`config.mk`:
```
export PLATFORM = sky130hd
export DESIGN_NAME = id_ex_stage_flat
export DESIGN_NICKNAME = d
export VERILOG_FILES = /design/src/rtl/mips_pkg.sv /design/src/rtl/id_ex_stage_if.sv /design/src/rtl/hazard_detect.sv /design/src/rtl/id_ex_stage.sv /design/src/flat_wrapper.sv
export SDC_FILE = /design/constraint.sdc
export NUM_CORES = 1
export LEC_CHECK = 0
export CORE_ASPECT_RATIO = 0.6
export CORE_MARGIN = 4
export CORE_UTILIZATION = 40
export CTS_CLUSTER_SIZE = 14
export DETAILED_ROUTE_END_ITERATION = 7
export GPL_ROUTABILITY_DRIVEN = 0
export PLACE_DENSITY_LB_ADDON = 0.12
export SLEW_MARGIN = 20
export SYNTH_ARGS = -nofsm -noshare
export SYNTH_HDL_FRONTEND = slang
export SYNTH_SLANG_ARGS = --single-unit
export TNS_END_PERCENT = 10
```
`constraint.sdc`:
```
create_clock -name clk -period 2.9 [get_ports clk]
set_input_delay 0.58 -clock clk [delete_from_list [all_inputs] [get_ports clk]]
set_output_delay 0.58 -clock clk [all_outputs]
set_load 0.05 [all_outputs]
```
`src/rtl/mips_pkg.sv`:
```
// rtl/mips_pkg.sv - shared MIPS pipeline types, widths and ALUOp encodings
package mips_pkg;

   localparam int REG_W  = 5;
   localparam int XLEN   = 32;
   localparam int CTRL_W = 9;

   typedef enum logic [1:0] {
      ALUOP_ADD   = 2'b00,
      ALUOP_SUB   = 2'b01,
      ALUOP_FUNCT = 2'b10
   } alu_op_e;

   // Field order fixes the bit layout: reg_write is bit 8, alu_op is bits 1:0.
   typedef struct packed {
      logic       reg_write;
      logic       mem_read;
      logic       mem_write;
      logic       mem_to_reg;
      logic       alu_src;
      logic       reg_dst;
      logic       branch;
      logic [1:0] alu_op;
   } ctrl_t;

endpackage

```
`src/rtl/id_ex_stage_if.sv`:
```
// rtl/id_ex_stage_if.sv - ID-to-EX bundle: decoded fields in, EX state and stall out
interface id_ex_stage_if
   import mips_pkg::*;
#(
   parameter int CNT_W = 16
);
   logic             id_valid;
   logic [REG_W-1:0] id_rs;
   logic [REG_W-1:0] id_rt;
   logic [REG_W-1:0] id_rd;
   logic [XLEN-1:0]  id_imm;
   ctrl_t            id_ctrl;
   logic [XLEN-1:0]  regA;
   logic [XLEN-1:0]  regB;
   logic             flush;
   logic             ex_hold;

   logic             stall_out;
   logic             ex_valid;
   logic [REG_W-1:0] ex_rs;
   logic [REG_W-1:0] ex_rt;
   logic [REG_W-1:0] ex_rd;
   logic [XLEN-1:0]  ex_imm;
   logic [XLEN-1:0]  ex_a;
   logic [XLEN-1:0]  ex_b;
   ctrl_t            ex_ctrl;
   logic [CNT_W-1:0] bubble_cnt;

   modport master (
      output id_valid, id_rs, id_rt, id_rd, id_imm, id_ctrl, regA, regB, flush, ex_hold,
      input  stall_out, ex_valid, ex_rs, ex_rt, ex_rd, ex_imm, ex_a, ex_b, ex_ctrl, bubble_cnt
   );

   modport slave (
      input  id_valid, id_rs, id_rt, id_rd, id_imm, id_ctrl, regA, regB, flush, ex_hold,
      output stall_out, ex_valid, ex_rs, ex_rt, ex_rd, ex_imm, ex_a, ex_b, ex_ctrl, bubble_cnt
   );

endinterface

```
`src/rtl/hazard_detect.sv`:
```
// rtl/hazard_detect.sv - load-use hazard between the load in EX and the instruction in ID
module hazard_detect
   import mips_pkg::*;
(
   input  logic             ex_valid_i,
   input  logic             ex_mem_read_i,
   input  logic [REG_W-1:0] ex_rt_i,
   input  logic             id_valid_i,
   input  logic [REG_W-1:0] id_rs_i,
   input  logic [REG_W-1:0] id_rt_i,
   output logic             lu_o
);

   // rt is compared for every opcode; a false stall costs one cycle, a miss costs correctness.
   assign lu_o = ex_valid_i & ex_mem_read_i & (ex_rt_i != '0) & id_valid_i &
                 ((ex_rt_i == id_rs_i) | (ex_rt_i == id_rt_i));

endmodule

```
`src/rtl/id_ex_stage.sv`:
```
// rtl/id_ex_stage.sv - ID/EX pipeline register with load-use stall, flush, hold and bubble count
module id_ex_stage
   import mips_pkg::*;
#(
   parameter int CNT_W = 16
)(
   input  logic         clk,
   input  logic         rst,
   id_ex_stage_if.slave bus
);

   logic             valid_q, valid_d;
   logic [REG_W-1:0] rs_q, rs_d, rt_q, rt_d, rd_q, rd_d;
   logic [XLEN-1:0]  imm_q, imm_d, a_q, a_d, b_q, b_d;
   ctrl_t            ctrl_q, ctrl_d;
   logic [CNT_W-1:0] bubble_q, bubble_d;
   logic             lu;

   hazard_detect u_hazard (
      .ex_valid_i    (valid_q),
      .ex_mem_read_i (ctrl_q.mem_read),
      .ex_rt_i       (rt_q),
      .id_valid_i    (bus.id_valid),
      .id_rs_i       (bus.id_rs),
      .id_rt_i       (bus.id_rt),
      .lu_o          (lu)
   );

   always_comb begin
      valid_d  = valid_q;
      rs_d     = rs_q;
      rt_d     = rt_q;
      rd_d     = rd_q;
      imm_d    = imm_q;
      a_d      = a_q;
      b_d      = b_q;
      ctrl_d   = ctrl_q;
      bubble_d = bubble_q;
      if (bus.flush) begin
         valid_d = 1'b0;
         rs_d    = '0;
         rt_d    = '0;
         rd_d    = '0;
         imm_d   = '0;
         a_d     = '0;
         b_d     = '0;
         ctrl_d  = '0;
      end else if (bus.ex_hold) begin
         valid_d = valid_q;
      end else if (lu) begin
         valid_d = 1'b0;
         ctrl_d  = '0;
         if (bubble_q != '1) begin
            bubble_d = bubble_q + CNT_W'(1);
         end
      end else begin
         valid_d = bus.id_valid;
         rs_d    = bus.id_rs;
         rt_d    = bus.id_rt;
         rd_d    = bus.id_rd;
         imm_d   = bus.id_imm;
         a_d     = bus.regA;
         b_d     = bus.regB;
         ctrl_d  = bus.id_valid ? bus.id_ctrl : '0;
      end
   end

   always_ff @(posedge clk) begin
      if (rst) begin
         valid_q  <= 1'b0;
         rs_q     <= '0;
         rt_q     <= '0;
         rd_q     <= '0;
         imm_q    <= '0;
         a_q      <= '0;
         b_q      <= '0;
         ctrl_q   <= '0;
         bubble_q <= '0;
      end else begin
         valid_q  <= valid_d;
         rs_q     <= rs_d;
         rt_q     <= rt_d;
         rd_q     <= rd_d;
         imm_q    <= imm_d;
         a_q      <= a_d;
         b_q      <= b_d;
         ctrl_q   <= ctrl_d;
         bubble_q <= bubble_d;
      end
   end

   assign bus.stall_out  = ~bus.flush & (bus.ex_hold | lu);
   assign bus.ex_valid   = valid_q;
   assign bus.ex_rs      = rs_q;
   assign bus.ex_rt      = rt_q;
   assign bus.ex_rd      = rd_q;
   assign bus.ex_imm     = imm_q;
   assign bus.ex_a       = a_q;
   assign bus.ex_b       = b_q;
   assign bus.ex_ctrl    = ctrl_q;
   assign bus.bubble_cnt = bubble_q;

endmodule

```
`src/flat_wrapper.sv`:
```
// flat-port wrapper written by rule: the top's interface ports become plain ports
module id_ex_stage_flat import mips_pkg::*;
#(
   parameter int CNT_W = 16
)
  (clk, rst, bus_id_valid, bus_id_rs, bus_id_rt, bus_id_rd, bus_id_imm, bus_id_ctrl, bus_regA, bus_regB, bus_flush, bus_ex_hold, bus_stall_out, bus_ex_valid, bus_ex_rs, bus_ex_rt, bus_ex_rd, bus_ex_imm, bus_ex_a, bus_ex_b, bus_ex_ctrl, bus_bubble_cnt);
  id_ex_stage_if #(.CNT_W(CNT_W)) bus_i ();
  input  logic clk;
  input  logic rst;
  input wire logic [$bits(bus_i.id_valid)-1:0] bus_id_valid;
  input wire logic [$bits(bus_i.id_rs)-1:0] bus_id_rs;
  input wire logic [$bits(bus_i.id_rt)-1:0] bus_id_rt;
  input wire logic [$bits(bus_i.id_rd)-1:0] bus_id_rd;
  input wire logic [$bits(bus_i.id_imm)-1:0] bus_id_imm;
  input wire logic [$bits(bus_i.id_ctrl)-1:0] bus_id_ctrl;
  input wire logic [$bits(bus_i.regA)-1:0] bus_regA;
  input wire logic [$bits(bus_i.regB)-1:0] bus_regB;
  input wire logic [$bits(bus_i.flush)-1:0] bus_flush;
  input wire logic [$bits(bus_i.ex_hold)-1:0] bus_ex_hold;
  output wire logic [$bits(bus_i.stall_out)-1:0] bus_stall_out;
  output wire logic [$bits(bus_i.ex_valid)-1:0] bus_ex_valid;
  output wire logic [$bits(bus_i.ex_rs)-1:0] bus_ex_rs;
  output wire logic [$bits(bus_i.ex_rt)-1:0] bus_ex_rt;
  output wire logic [$bits(bus_i.ex_rd)-1:0] bus_ex_rd;
  output wire logic [$bits(bus_i.ex_imm)-1:0] bus_ex_imm;
  output wire logic [$bits(bus_i.ex_a)-1:0] bus_ex_a;
  output wire logic [$bits(bus_i.ex_b)-1:0] bus_ex_b;
  output wire logic [$bits(bus_i.ex_ctrl)-1:0] bus_ex_ctrl;
  output wire logic [$bits(bus_i.bubble_cnt)-1:0] bus_bubble_cnt;
  assign bus_i.id_valid = bus_id_valid;
  assign bus_i.id_rs = bus_id_rs;
  assign bus_i.id_rt = bus_id_rt;
  assign bus_i.id_rd = bus_id_rd;
  assign bus_i.id_imm = bus_id_imm;
  assign bus_i.id_ctrl = bus_id_ctrl;
  assign bus_i.regA = bus_regA;
  assign bus_i.regB = bus_regB;
  assign bus_i.flush = bus_flush;
  assign bus_i.ex_hold = bus_ex_hold;
  assign bus_stall_out = bus_i.stall_out;
  assign bus_ex_valid = bus_i.ex_valid;
  assign bus_ex_rs = bus_i.ex_rs;
  assign bus_ex_rt = bus_i.ex_rt;
  assign bus_ex_rd = bus_i.ex_rd;
  assign bus_ex_imm = bus_i.ex_imm;
  assign bus_ex_a = bus_i.ex_a;
  assign bus_ex_b = bus_i.ex_b;
  assign bus_ex_ctrl = bus_i.ex_ctrl;
  assign bus_bubble_cnt = bus_i.bubble_cnt;
  id_ex_stage #(.CNT_W(CNT_W)) u_core (.clk(clk), .rst(rst), .bus(bus_i));
endmodule
```
==> results.md <==
* Clock network latency to the later pin of the worst-skew pair at 0.42 ns
* Synth Area in Compound Gates at 0.164
* Post-synthesis sequential area ratio at 0.359
* Hold Vio Cnt, Final at 0
* Req. time, crit path at 2.32 ns
* Sum Neg Setup Slack at 0 ns
* Cell variety after synth at 42
* Cell breakdown of the critical path: or4_4 -> o2111a_4 -> a21oi_1 -> nor2_2 -> buf_12
* Worst-path fanout max at 19
* Adder-cell share of the synthesized area at 0.00164
* PortBufs at 262
* Comb power frac at 0.229
* Root Buffer: clkbuf_16
* Largest net degree at the start of global routing at 132
* Fmax at 0.355 GHz
* Vias in the first global route at 7520
* Avg Cell Area, Syn at 8.16 sq um
* NetSw at 1.71 mW
* Rel. slew slack at 0.367
* Net switching fraction of the power at 0.325
* WS Path Type: reg2out
* XOR/XNOR share of the synthesized area at 0.0115
* Worst Path Arrival at 2.24 ns
* # rows at 38
* Cells after synthesis at 936
* Hold Buf Count CTS at 0
* Synthesis-stage register bit count at 137
* Crit path max-delay family: simple AND/OR/NAND/NOR gates
* Clk buf depth at 2
* Initial cell density of the core at 0.415
* Worst Setup Start Kind: flop
* HPWL Detailed at 16400 microns
* Pre-CTS WS at 0.225 ns
* Final min period at 2.82 ns
* Routed Antenna Nets at 0
* Core Area at 18400 sq um
* Setup WS post-layout at 0.0838 ns
* Die X at 186 microns
* Clk pin slew, worst setup/hold paths at 0.06 ns
* First-pass GRT wire length at 41800 microns
* Status: finished clean
* Post-CTS Setup Inserts at 0
* Area added between synthesis and finish at 42.6%
* Pins Over Slew Limit at 0
* Non-filler cells, final at 1372
* Clock sink count at 137
* Vias per cell at 6.09
* Ratio of cells with drive above 1 in the final layout at 0.0628
* Post-route clock period utilization at 0.971
* Post-synthesis mux area share at 0.0113
* GRT Total Usage at 0.233
* Layout Nets at 1245
* TritonCTS buffer count at 17
* Cell Pwr Density at 482 nW/um^2
* Total number of vias at 8354
* # fillers at 1606
* Post-cts resize count at 0
* TritonCTS clock tree: done
* Simple-Gate Fraction of Synth Area at 0.380
* CP max-delay cell: or4_4
* DIE AREA at 21500 sq um
* Syn nets at 1062
* Buf/Inv on CP at 1
* Syn Std Cell Area at 7640 sq um
* Flop pwr share at 0.394
* Clock Skew at 0.0135 ns
* Cells after DPL at 1340
* Detailed-router iteration count before antenna repair at 5
* 1st-iter DRT viols at 839
* Worst Hold Class: reg2reg
* Die Ht at 115 microns
* Yosys warns at 0
* Ports at 263
* Maximum VDD drop at 0.403 mV
* Congestion Overflow GR at 0
* Final Util at 0.592
* Max Cap Violations at 0
* Internal power at 3.55 mW
* H-tree lvl count at 4
* Final wirelength at 26400 microns
* Routed len/inst at 19.2 microns
* Worst-margin pin slew at 0.950 ns
* Crit. Startpoint: u_core.bus.ex_rt[0]
* CP peak stage delay at 0.61 ns
* Drt drc at 0
* Reg-to-reg critical path startpoint: u_core.bus.bubble_cnt[1]
* Initial antenna violation count at 1
* Setup violations, final at 0
* CP Capture Type: output port
* Clock share of power at 0.377
* Largest family of logic cells by synthesized area: simple AND/OR/NAND/NOR gates
* Lkg Pwr at 3.73 nW
* RSZ-0062 raised after global routing: no
* Hold wc startpoint: u_core.bus.ex_ctrl[8]
[kinds of logic after synthesis]
logic type / Yosys count
simple gates: 514
compound gates: 145
flops: 137
buf+inv: 122
xor+xnor: 10
mux: 7
fa+ha+maj: 1
[cells in the mapped netlist, drive strengths merged]
| cell type | number | area share |
|---|---|---|
| dfxtp | 137 | 0.36 |
| nand4 | 123 | 0.10 |
| nand3 | 119 | 0.078 |
| nand2 | 117 | 0.057 |
| a32oi | 111 | 0.13 |
| nor3b | 111 | 0.11 |
| clkbuf | 80 | 0.039 |
| buf | 42 | 0.034 |
| nor2 | 12 | 0.0059 |
| xnor2 | 10 | 0.011 |
| a21oi | 9 | 0.0074 |
| a22o | 9 | 0.010 |
| mux2 | 7 | 0.011 |
| nor2b | 7 | 0.0057 |
| nor3 | 7 | 0.0046 |
| or4 | 7 | 0.0074 |
| o31ai | 6 | 0.0059 |
| nor4 | 3 | 0.0025 |
| and3 | 2 | 0.0016 |
| o21ba | 2 | 0.0026 |
| o31a | 2 | 0.0023 |
| a21o | 1 | 0.00098 |
| and2 | 1 | 0.00082 |
| and4 | 1 | 0.0011 |
| ha | 1 | 0.0016 |
| nand3b | 1 | 0.00098 |
| o2111a | 1 | 0.0015 |
| o2111ai | 1 | 0.0020 |
| o21ai | 1 | 0.00065 |
| o22a | 1 | 0.0011 |
| o22ai | 1 | 0.0016 |
| or2 | 1 | 0.00082 |
| or3 | 1 | 0.00082 |
| or4b | 1 | 0.0013 |
[sequential cells by signal (all words and copies together) (netlist names)]
signal / cells
u_core.bus.ex_a: 32
u_core.bus.ex_b: 32
u_core.bus.ex_imm: 32
u_core.bus.bubble_cnt: 16
u_core.bus.ex_ctrl: 9
u_core.bus.ex_rd: 5
u_core.bus.ex_rs: 5
u_core.bus.ex_rt: 5
u_core.bus.ex_valid: 1
[routing by layer]
layer	up-vias	track usage	wire, microns
met5	-	0	0
met4	0	0.0684	403
met3	25	0.0710	2370
met2	341	0.335	11200
met1	3971	0.337	12400
li1	4017	-	-
[worst register-to-register path, delay by kind of cell, from the launching register on]
kind / cells / cell delay [ns]
adder cells (fa/ha/maj): 1 / 0.30
buffers and inverters: 1 / 0.21
flip-flops: 1 / 0.48
multiplexers: 1 / 0.32
AND/OR/NAND/NOR: 4 / 0.89
[power by group through the flow]
stage	Clock, mW	Sequential (mW)	Combinational [mW]
final	1.98	2.07	1.20
after global routing	2.12	2.08	1.27
after CTS	2.02	2.07	1.20
after detailed placement	0	2.11	1.20
after global placement	0	2.11	1.20
after floorplan	0	2.44	0.361
[cell usage in the layout, fill, tap and decap left out, types with 9 or more instances in the layout]
master	instances
nand3_1	119
buf_12	11
nor3b_1	111
a22o_1	9
nor2_1	10
dfxtp_1	137
clkbuf_16	17
nand4_1	122
a32oi_1	111
xnor2_1	10
buf_4	14
nand2_1	117
clkdlybuf4s50_1	260
[final cells by class]
cell class | count | area (sq um) | share of cell area
Antenna cell | 1 | 2.50 | 0.000230
Clock buffer | 18 | 429 | 0.0394
Clock inverter | 13 | 100 | 0.00918
Multi-Input combinational cell | 677 | 4390 | 0.402
Sequential cell | 137 | 2740 | 0.252
Tap cell | 240 | 300 | 0.0276
Timing Repair Buffer | 286 | 2940 | 0.270
[stage by stage]
step,power [mW],instance area [sq um],hold slack (ns)
floorplan,2.80,7640,0.508
global placement,3.30,10400,0.458
detailed placement,3.31,10400,0.460
CTS,5.29,10900,0.477
global route,5.47,10900,0.502
finish,5.25,10900,0.482
[worst paths after layout]
| check | to | slack [ns] | cells after the start |
|---|---|---|---|
| min | u_core.bus.ex_ctrl[8] | 0.48 | 1 |
| max reg2reg | u_core.bus.bubble_cnt[11] | 0.59 | 7 |
| min reg2reg | u_core.bus.ex_ctrl[8] | 0.48 | 1 |
| max | bus_stall_out | 0.08 | 5 |
(Power assumes the default switching activity.)
